## config.mk

```make
export PLATFORM = sky130hd
export DESIGN_NAME = decoder_seq
export DESIGN_NICKNAME = d
export VERILOG_FILES = /design/src/rtl/decoder_seq.sv
export SDC_FILE = /design/constraint.sdc
export NUM_CORES = 1
export LEC_CHECK = 0
export ABC_CLOCK_PERIOD_IN_PS = 2530
export CAP_MARGIN = 20
export CORE_AREA = 2 2 59 61
export DETAILED_ROUTE_END_ITERATION = 12
export DIE_AREA = 0 0 61 63
export HOLD_SLACK_MARGIN = 0.03
export MAX_ROUTING_LAYER = met4
export PLACE_DENSITY = 0.81
export SLEW_MARGIN = 10
export SYNTH_ARGS = -nofsm -noshare
export SYNTH_HDL_FRONTEND = slang
export SYNTH_SLANG_ARGS = --single-unit
```

## constraint.sdc

```tcl
create_clock -name clk -period 2.53 [get_ports clk]
set_input_delay 0.506 -clock clk [delete_from_list [all_inputs] [get_ports clk]]
set_output_delay 0.506 -clock clk [all_outputs]
set_load 0.01 [all_outputs]
```

## src/rtl/decoder_seq.sv

```systemverilog
// Registered SEL_W-to-2**SEL_W one-hot decoder with direct, scan-up, scan-down
// and timed one-shot modes; out/idx/wrap/busy are all flop outputs.
module decoder_seq #(
    parameter int unsigned SEL_W     = 3,
    parameter int unsigned DWELL     = 4,
    parameter int unsigned PULSE_LEN = 3
) (
    input  logic                     clk,
    input  logic                     rst_n,
    input  logic                     en,
    input  logic [1:0]               mode,
    input  logic [SEL_W-1:0]         sel,
    input  logic                     start,
    output logic [(2**SEL_W)-1:0]    out,
    output logic [SEL_W-1:0]         idx,
    output logic                     wrap,
    output logic                     busy
);

    localparam int unsigned OUT_W   = 2 ** SEL_W;
    localparam int unsigned CNT_MAX = (DWELL > PULSE_LEN) ? DWELL : PULSE_LEN;
    localparam int unsigned CNT_W   = (CNT_MAX > 1) ? $clog2(CNT_MAX) : 1;

    localparam logic [1:0] MODE_DIRECT  = 2'b00;
    localparam logic [1:0] MODE_UP      = 2'b01;
    localparam logic [1:0] MODE_DOWN    = 2'b10;
    localparam logic [1:0] MODE_ONESHOT = 2'b11;

    localparam logic [CNT_W-1:0] DWELL_LAST = CNT_W'(DWELL - 1);
    localparam logic [CNT_W-1:0] PULSE_LAST = CNT_W'(PULSE_LEN - 1);
    localparam logic [SEL_W-1:0] IDX_LAST   = SEL_W'(OUT_W - 1);

    logic [1:0]       mode_q, mode_d;
    logic [CNT_W-1:0] cnt_q,  cnt_d;
    logic [SEL_W-1:0] idx_q,  idx_d;
    logic [OUT_W-1:0] out_q,  out_d;
    logic             wrap_q, wrap_d;
    logic             busy_q, busy_d;

    function automatic logic [OUT_W-1:0] onehot(input logic [SEL_W-1:0] i);
        onehot = OUT_W'(1) << i;
    endfunction

    // State register
    always_ff @(posedge clk or negedge rst_n) begin
        if (!rst_n) begin
            mode_q <= MODE_DIRECT;
            cnt_q  <= '0;
            idx_q  <= '0;
            out_q  <= '0;
            wrap_q <= 1'b0;
            busy_q <= 1'b0;
        end else begin
            mode_q <= mode_d;
            cnt_q  <= cnt_d;
            idx_q  <= idx_d;
            out_q  <= out_d;
            wrap_q <= wrap_d;
            busy_q <= busy_d;
        end
    end

    // Next-state logic: en=0 beats a mode change, which beats the mode action
    always_comb begin
        mode_d = mode;
        cnt_d  = cnt_q;
        idx_d  = idx_q;
        out_d  = out_q;
        wrap_d = 1'b0;
        busy_d = busy_q;

        if (!en) begin
            out_d  = '0;
            busy_d = 1'b0;
            cnt_d  = '0;
        end else if (mode != mode_q) begin
            cnt_d  = '0;
            busy_d = 1'b0;
            if (mode == MODE_DIRECT) begin
                idx_d = sel;
            end
            out_d = (mode == MODE_ONESHOT) ? '0 : onehot(idx_d);
        end else begin
            unique case (mode)
                MODE_DIRECT: begin
                    idx_d  = sel;
                    out_d  = onehot(sel);
                    cnt_d  = '0;
                    busy_d = 1'b0;
                end
                MODE_UP, MODE_DOWN: begin
                    busy_d = 1'b0;
                    // Output dark (after reset or en=0): relight at the held index with a full dwell
                    if (out_q == '0) begin
                        cnt_d = '0;
                        out_d = onehot(idx_q);
                    end else if (cnt_q == DWELL_LAST) begin
                        cnt_d = '0;
                        if (mode == MODE_UP) begin
                            idx_d  = idx_q + SEL_W'(1);
                            wrap_d = (idx_q == IDX_LAST);
                        end else begin
                            idx_d  = idx_q - SEL_W'(1);
                            wrap_d = (idx_q == '0);
                        end
                        out_d = onehot(idx_d);
                    end else begin
                        cnt_d = cnt_q + CNT_W'(1);
                        out_d = onehot(idx_q);
                    end
                end
                MODE_ONESHOT: begin
                    if (busy_q) begin
                        if (cnt_q == PULSE_LAST) begin
                            out_d  = '0;
                            busy_d = 1'b0;
                            cnt_d  = '0;
                        end else begin
                            cnt_d = cnt_q + CNT_W'(1);
                        end
                    end else if (start) begin
                        idx_d  = sel;
                        out_d  = onehot(sel);
                        busy_d = 1'b1;
                        cnt_d  = '0;
                    end else begin
                        out_d = '0;
                    end
                end
                default: begin
                    out_d = '0;
                end
            endcase
        end
    end

    // Outputs come straight from flops
    always_comb begin
        out  = out_q;
        idx  = idx_q;
        wrap = wrap_q;
        busy = busy_q;
    end

endmodule
```

Word level (Yosys, flattened, before mapping)
Cells that the tools add are included.
{"block": "classes", "mul": 0, "magnitude_cmp": 0, "bitwise_logic": 0, "n_div": 0, "n_eq_ne": 13, "shifts": 4, "n_reduce_logical": 6, "mux": 44, "addsub": 3}
{"operator": "$mux W8", "count": 8}
{"operator": "$mux W3", "count": 14}
{"operator": "$shl A1 B3 Y8 const A", "count": 4}
{"operator": "$pmux W8 S3", "count": 1}
{"operator": "$mux W2", "count": 7}
{"operator": "$ne A3 B3 Y1 const B", "count": 4}
{"operator": "$mux W1", "count": 11}
{"operator": "$pmux W3 S3", "count": 1}
{"operator": "$eq A2 B2 Y1 const B", "count": 4}
{"operator": "$logic_not A8 Y1", "count": 1}
{"operator": "$pmux W2 S3", "count": 1}
{"operator": "$ne A5 B4 Y1 const B", "count": 1}
{"operator": "$ne A5 B5 Y1 const B", "count": 1}
{"operator": "$reduce_and A5 Y1", "count": 1}
{"operator": "$add A3 B1 Y3 const B", "count": 1}
{"operator": "$eq A3 B3 Y1 const B", "count": 1}
{"operator": "$logic_not A3 Y1", "count": 1}
{"operator": "$reduce_or A3 Y1", "count": 1}
{"operator": "$sub A3 B1 Y3 const B", "count": 1}
{"operator": "$add A2 B1 Y2 const B", "count": 1}
{"operator": "$eq A2 B1 Y1 const B", "count": 1}
{"operator": "$logic_not A2 Y1", "count": 1}
{"operator": "$ne A2 B2 Y1", "count": 1}
{"operator": "$pmux W1 S2", "count": 1}
{"operator": "$reduce_or A2 Y1", "count": 1}
{"block": "totals", "elab_cells": 76, "mem_bits_ro": 0, "mem_count": 0, "ramBits": 0, "out_inout_bits": 13, "inputBits": 9, "ff_bits": 17, "latch_bits": 0}

Longest topological paths before layout
Gate-level depths: netlist of run 1.
{"block": "logic_depth", "ltp_word": 13, "depth_mapped": 9}

Worst setup path before layout of run 1
Ideal clock, no wire load.
{"block": "synth_path", "path_type": "input port to flip-flop", "from": "in mode[1]", "to": "reg out_q[4], in the netlist out[4]", "n_path_buf": 0, "t_arrival_ns": 2.099, "path_slack_ns": 0.353, "setup_ns": 0.078, "stages": 8, "required_time_ns": 2.452, "path_cell_list": "inv_1 > ha_1 > inv_1 > fa_1 > xnor3_1 > nand2_1 > o221a_2 > a21oi_1"}
{"block": "synth_between", "elab_chain_cells": 13, "elab_cells_between_ends": 24}
{"element": "start: declaration", "line": "11", "source": "input logic [1:0] mode,"}
{"element": "$eq A2 B1 Y1", "line": "84, 99"}
{"element": "$mux W3", "line": "99", "source": "if (mode == MODE_UP) begin"}
{"element": "$mux W3", "line": "97", "source": "end else if (cnt_q == DWELL_LAST) begin"}
{"element": "$mux W3", "line": "94", "source": "if (out_q == '0) begin"}
{"element": "$mux W3", "line": "84", "source": "unique case (mode)"}
{"element": "$mux W3", "line": "76", "source": "end else if (mode != mode_q) begin"}
{"element": "$mux W3", "line": "72", "source": "if (!en) begin"}
{"element": "$shl A1 B3 Y8", "line": "41", "source": "onehot = OUT_W'(1) << i;"}
{"element": "$mux W8", "line": "97"}
{"element": "$mux W8", "line": "94"}
{"element": "$pmux W8 S3", "line": "84"}
{"element": "$mux W8", "line": "76"}
{"element": "$mux W8", "line": "72"}
{"element": "end signal: assignment", "line": "57", "source": "out_q <= out_d;"}
{"element": "end: declaration", "line": "36", "source": "logic [OUT_W-1:0] out_q, out_d;"}
Several ways; a longest one is shown, not always the timed one. The select of a mux whose other input is x is not followed.
A chain may end at the register's enable or synchronous reset.

Worst setup path in the final report of run 1
{"block": "layout_path", "from": "in mode[0]", "to": "reg out_q[6], in the netlist out[6]"}
Same word-level chain as after synthesis.

==> impl_results.md, run 1 <==
* Status: completed
* Synth Area per Inst at 9.18 sq um
* Setup TNS at 0 ps
* Max clock buf depth at 2
* H-tree depth at 1
* Max-cap violation count at 0
* Final Skew at 4.64 ps
* Worst slew pin tran at 824 ps
* Antenna cells at 0
* Clock-pin slew on the worst setup and hold paths at 110 ps
* Seq/Total Area, Yosys at 24.9%
* Core Rows at 21
* Routed vias at 1715
* Worst Setup End Kind: flop
* Vias in the first global route at 1727
* Synth Net Count at 208
* Min Clock Period, post-route at 2370 ps
* Final Hold Vio Count at 0
* # setup viols final at 0
* Post-synth EDFFs at 0
* Post-route DRC at 0
* HP Start: cnt_q[1]
* Rel. slew slack at 44.9%
* Starting Density at 52.8%
* Worst min path class: flop to flop
* Die Footprint at 3840 sq um
* Iteration-0 DRC Markers at 163
* Synth Flop Type: dfrtp_1
* Mapped cell area at 1710 sq um
* Drt first pass iters at 4
* DIE WIDTH at 61 um
* CTS Root Cell: clkbuf_4
* Fmax at 423 MHz
* Peak VDD IR at 0.000334 V
* Worst Path Required at 2760 ps
* Arrival @ worst endpoint at 2600 ps
* Avg WL per Cell at 18.2 um
* I/O pins at 22
* Total gr overflow at 0
* Yosys warns at 0
* Pleak at 0.841 nW
* Setup crit start kind: input pin
* Hpwl dp at 3760 um
* Core area at 3230 sq um
* Unrepaired setup endpoints after global routing: false
* Setup crit start: mode[0]
* Placed Cells incl. Taps at 265
* Total clock sinks at 17
* Reg2reg start: idx[1]
* CP Class: input pin to flop
* First-pass GRT wire length at 8010 um
* Largest net degree at the start of global routing at 18
* Antenna Violating Nets Remaining at 0
* Post CTS Setup Buffer Count at 0
* Total GRT Usage at 27.8%
* Routed wire length at 4890 um
* TritonCTS clock tree: yes
* Port buffer count at 21
* Layout Nets at 246
* Area Overhead vs Synth at 24.5%
* Non-filler instance count after layout at 269
* Crit path max fanout at 5
* Instance count of the mapped netlist at 186
* Synth Register Bits at 17
* Max-slew violations at 0
* Routability congestion estimate at 1.04
* Post-synth cell types at 50
* CTS buffer count at 3
* Pwr/cell area at 605 nW/um^2
* Die Y at 63 um
* Hold Buf Count CTS at 0
* Ys async rst share at 100%
* Worst skew pair latency at 300 ps
* Via density at 6.38
* Period utilization at 93.6%
* Antenna violations before repair at 0
* Share of cells above drive strength 1 at 22.0%
[sequential cells by signal, summed over array words and instances, names as in the netlist]
register,cells
busy,1
cnt_q,2
idx,3
mode_q,2
out,8
wrap,1
[layout by cell type (no fill, tap or decap), types with 4 or more instances in the layout]
cell | Yosys | routed
nor3_1 | 6 | 6
dfrtp_1 | 17 | 17
inv_1 | 16 | 16
ha_1 | 12 | 12
a21oi_1 | 16 | 16
nor4_1 | 5 | 5
clkdlybuf4s50_1 | 0 | 21
a221oi_1 | 6 | 6
a22oi_1 | 4 | 4
nand3b_1 | 6 | 6
buf_4 | 0 | 23
nand2b_1 | 6 | 6
a32o_1 | 5 | 5
o221a_2 | 8 | 8
nand2_1 | 15 | 15
[cell usage after synthesis, types with 3 or more instances]
cell,count,area share [%]
clkbuf_1,4,0.88
o221a_2,8,5.3
or3b_2,3,1.5
a21oi_1,16,4.7
inv_1,16,3.5
nand2b_1,6,2.2
ha_1,12,8.8
nor4_1,5,1.8
a211oi_1,4,1.8
a32o_1,5,2.9
buf_2,5,1.5
nand4_1,3,1.1
dfrtp_1,17,25
nand3b_1,6,2.6
a32oi_1,3,1.5
nor3_1,6,1.8
nand2_1,15,3.3
nor2_1,3,0.66
a221oi_1,6,3.1
a22oi_1,4,1.8
[power by group]
part	total, mW	internal (mW)	switching (mW)
Combinational	0.730	0.338	0.392
Sequential	0.399	0.311	0.0881
Clock	0.156	0.0589	0.0973
[final cells by class]
cell class	instances	area (sq um)
repair buffers	44	383
fillers	257	1110
well taps	46	57.6
inverters	16	60.1
clock inverters	1	5.00
flip-flops and latches	17	425
multi-input cells	142	1170
clock buffers	3	22.5
[final timing paths]
check                           endpoint  slack [ps]  cells after the start
worst min-delay path            cnt_q[1]         610                      1
min in group asynchronous       cnt_q[0]         670                      1
worst max register to register    out[6]         450                      5
max in group asynchronous         idx[1]        1350                      1
worst max-delay path              out[6]         160                      8
worst min register to register  cnt_q[1]         610                      1
[worst max-delay path: stages]
cell             delay [ps]
clkdlybuf4s50_1         500
ha_1                    180
inv_1                    70
fa_1                    380
xnor3_1                 490
nand2_1                  80
o221a_2                 250
a21oi_1                 130
[per-stage QoR]
step | worst slack (ps) | util [%] | hold WS, ps | instance area [sq um] | total power, mW
after floorplan | 353 | - | 210 | 1710 | 0.842
after global placement | -128 | 64.7 | 580 | 2090 | 1.09
after detailed placement | -158 | 64.7 | 589 | 2090 | 1.11
after CTS | 152 | 65.6 | 615 | 2120 | 1.27
after global routing | 5.24 | 65.7 | 652 | 2120 | 1.37
final | 163 | 65.7 | 608 | 2120 | 1.29
[logic make-up after synthesis]
kind of cell / after synthesis / synth area share (%)
mux: 2 / 1.47
compound gates: 62 / 30.1
simple gates: 59 / 21.2
xor+xnor: 6 / 5.65
fa+ha+maj: 13 / 9.97
buf+inv: 27 / 6.74
flops: 17 / 24.9
[metal layers]
metal	track usage (%)	routed length (um)	up-vias
met5	-	0	-
met4	9.51	114	0
met3	3.11	290	15
met2	44.0	2390	80
met1	36.3	2100	820
li1	-	-	800
[repair_timing]
item | 4_1_cts | 5_1_grt
gates resized for setup | 0 | 1
endpoints found under the setup margin | 0 | 4
endpoints found under the hold margin | 0 | 0
Power figures use the tool's default switching activity.
==> run 2: changes to the inputs <==
--- a/config.mk
+++ b/config.mk
@@ -7,9 +7,9 @@
 export LEC_CHECK = 0
 export ABC_CLOCK_PERIOD_IN_PS = 2530
 export CAP_MARGIN = 20
-export CORE_AREA = 2 2 59 61
+export CORE_AREA = 2 2 54 66
 export DETAILED_ROUTE_END_ITERATION = 12
-export DIE_AREA = 0 0 61 63
+export DIE_AREA = 0 0 56 68
 export HOLD_SLACK_MARGIN = 0.03
 export MAX_ROUTING_LAYER = met4
 export PLACE_DENSITY = 0.81
==> run 2 against run 1 <==
  * Largest cell class unchanged
  * Global-route usage up 0.75 points
  * Sequential share of layout area is 0.11 points higher
  * Register-to-register slack better by 20 ps
==> impl_results.md, run 2 (synthesized netlist as in run 1, its figures left out) <==
* Status: completed
* Reg2Reg Capture Point: out[6]
* Avg WL per Cell at 19.2 um (+5.4%)
* Max-cap violation count at 0 (unchanged)
* TritonCTS clock tree: yes
* CTS Root Cell: clkbuf_8
* Flop pwr share at 29.2% (-1.8 points)
* Max reg flops at 8 (unchanged)
* Largest net degree at the start of global routing at 18 (unchanged)
* # setup viols final at 0 (unchanged)
* Setup crit start kind: input pin
* Starting Density at 53.0% (+0.14 points)
* Worst Setup End Kind: flop
* Die Y at 68 um (+7.9%)
* Port buffer count at 21 (unchanged)
* Rel. slew slack at 44.4% (-0.49 points)
* Worst Hold End: cnt_q[1]
* Max-slew violations at 0 (unchanged)
* WL met1 at 1900 um (-9.8%)
* Total clock sinks at 17 (unchanged)
* Routability congestion estimate at 0.922 (-11%)
* Fmax at 409 MHz (-3.2%)
* Die Footprint at 3810 sq um (-0.91%)
* Arrival @ worst endpoint at 2620 ps (+20 ps)
* Pleak at 0.835 nW (-0.62%)
* Period utilization at 96.7% (+3.1 points)
* Sequence of cells on the critical path: clkdlybuf4s50_1 -> ha_1 -> inv_1 -> fa_1 -> xnor3_2 -> nand2_1 -> o221a_2 -> a21oi_1
* Iteration-0 DRC Markers at 146 (-10%)
* Share of cells above drive strength 1 at 21.3% (-0.71 points)
* Final Skew at 5.91 ps (+1.27 ps)
* Pwr/cell area at 636 nW/um^2 (+5.1%)
* Layout Nets at 244 (-0.81%)
* Drt first pass iters at 5 (+1)
* CTS buffer count at 3 (unchanged)
* Worst min path class: flop to flop
* HP Start: cnt_q[1]
* Antenna Violating Nets Remaining at 0 (unchanged)
* Via density at 6.54 (+2.6%)
* Final Power at 1.34 mW (+4.6%)
* Slowest stage delay, CP at 510 ps (about the same)
* Peak VDD IR at 0.000467 V (+40%)
* Gate power share at 54.6% (-2.2 points)
* CP Class: input pin to flop
* Switching pwr at 0.573 mW (-0.87%)
* Reg-to-reg setup timing slack at 470 ps (+20 ps)
* Post CTS Setup Buffer Count at 0 (unchanged)
* Reg2reg start: idx[1]
* Post-route DRC at 0 (unchanged)
* Total GRT Usage at 28.5% (+0.75 points)
* Area Overhead vs Synth at 23.8%
* Internal power at 0.771 mW (+9.0%)
* Final Hold Vio Count at 0 (unchanged)
* Worst slew pin tran at 831 ps (+7.26 ps)
* I/O pins at 22 (unchanged)
* Switching share of total power at 42.6% (-2.3 points)
* H-tree depth at 1 (unchanged)
* DR top layer: met4
* Worst skew pair latency at 270 ps (-30 ps)
* Core Rows at 23 (+9.5%)
* WL met2 at 2550 um (+6.6%)
* Antenna violations before repair at 0 (unchanged)
* Reg2Reg Depth at 5 (unchanged)
* First-pass GRT wire length at 8160 um (+1.8%)
* Clock power frac at 16.2% (+4.0 points)
* Clock-pin slew on the worst setup and hold paths at 70 ps (-40 ps)
* Met3 wire len at 326 um (+12%)
* DIE WIDTH at 56 um (-8.2%)
* Max clock buf depth at 2 (unchanged)
* WHS at 603 ps (-5.36 ps)
* Total gr overflow at 0 (unchanged)
* Vias in the first global route at 1694 (-1.9%)
* Worst Path Required at 2700 ps (-60 ps)
* Min Clock Period, post-route at 2450 ps (+79.1 ps)
* Routed wire length at 4950 um (+1.1%)
* Slowest CP cell: clkdlybuf4s50_1
* Commonest cells after routing, fill and taps aside: 21 x clkdlybuf4s50_1, 21 x buf_4, 17 x dfrtp_1
* Routed vias at 1688 (-1.6%)
* Setup crit start: mode[0]
* Core area at 3220 sq um (-0.27%)
* Unrepaired setup endpoints after global routing: false
* Hpwl dp at 3820 um (+1.4%)
* Worst hold stages at 1 (unchanged)
* Antenna cells at 0 (unchanged)
* Crit path max fanout at 5 (unchanged)
run 2: final cells by class:
cell class	instances	area, sq um
multi-input cells	142	1170
fillers	282	1110
flip-flops and latches	17	425
repair buffers	42	368
inverters	16	60.1
well taps	37	46.3
clock buffers	4	45.0
run 2: timing repair:
action | 4_1_cts | 5_1_grt
resized for setup | 0 | 2
hold buffers | 0 | 0
endpoints found under the setup margin | 0 | 2
run 2: power by group through the flow:
stage               Clock [mW]  Sequential, mW  Combinational (mW)
floorplan                    0           0.381               0.461
global placement             0           0.394               0.703
detailed placement           0           0.395               0.715
CTS                      0.220           0.391               0.721
global route             0.230           0.401               0.792
finish                   0.218           0.392               0.734
run 2: worst max path at each step:
stage | to | slack (ps)
2_1_floorplan | out[4] | 350
3_3_place_gp | out[6] | -150
3_5_place_dp | out[6] | -220
4_1_cts | out[6] | 50
5_1_grt | out[0] | 40
6_report | out[6] | 80
run 2: worst max-delay path, delay by kind of cell:
family                   cells  cell delay, ps
AND/OR/NAND/NOR              1              70
XOR/XNOR                     1             460
adder cells (fa/ha/maj)      2             580
AO/OA/AOI/OAI                2             430
buffers and inverters        2             580
run 2: per-layer routing:
| layer | vias up | global-route usage, % |
|---|---|---|
| met5 | - | - |
| li1 | 793 | - |
| met4 | 0 | 15.8 |
| met2 | 81 | 51.0 |
| met1 | 797 | 31.5 |
| met3 | 17 | 3.02 |
run 2: metrics by stage:
step / util [%] / cell area, sq um / TNS, ps / std cells / setup WS [ps]
after floorplan: - / 1710 / 0 / 186 / 353
after global placement: 64.1 / 2070 / -756 / 254 / -148
after detailed placement: 64.1 / 2070 / -1250 / 254 / -217
after global routing: 65.6 / 2110 / 0 / 258 / 37.3
final: 65.6 / 2110 / 0 / 258 / 84.0
after CTS: 65.5 / 2110 / 0 / 258 / 52.6
==> run 3: changes to the inputs <==
--- a/config.mk
+++ b/config.mk
@@ -7,9 +7,9 @@
 export LEC_CHECK = 0
 export ABC_CLOCK_PERIOD_IN_PS = 2530
 export CAP_MARGIN = 20
-export CORE_AREA = 2 2 54 66
+export CORE_AREA = 2 2 59 61
 export DETAILED_ROUTE_END_ITERATION = 12
-export DIE_AREA = 0 0 56 68
+export DIE_AREA = 0 0 61 63
 export HOLD_SLACK_MARGIN = 0.03
 export MAX_ROUTING_LAYER = met4
 export PLACE_DENSITY = 0.81
==> results of run 3 <==
No change in the layout: final DEF, timing and power equal those of run 1.
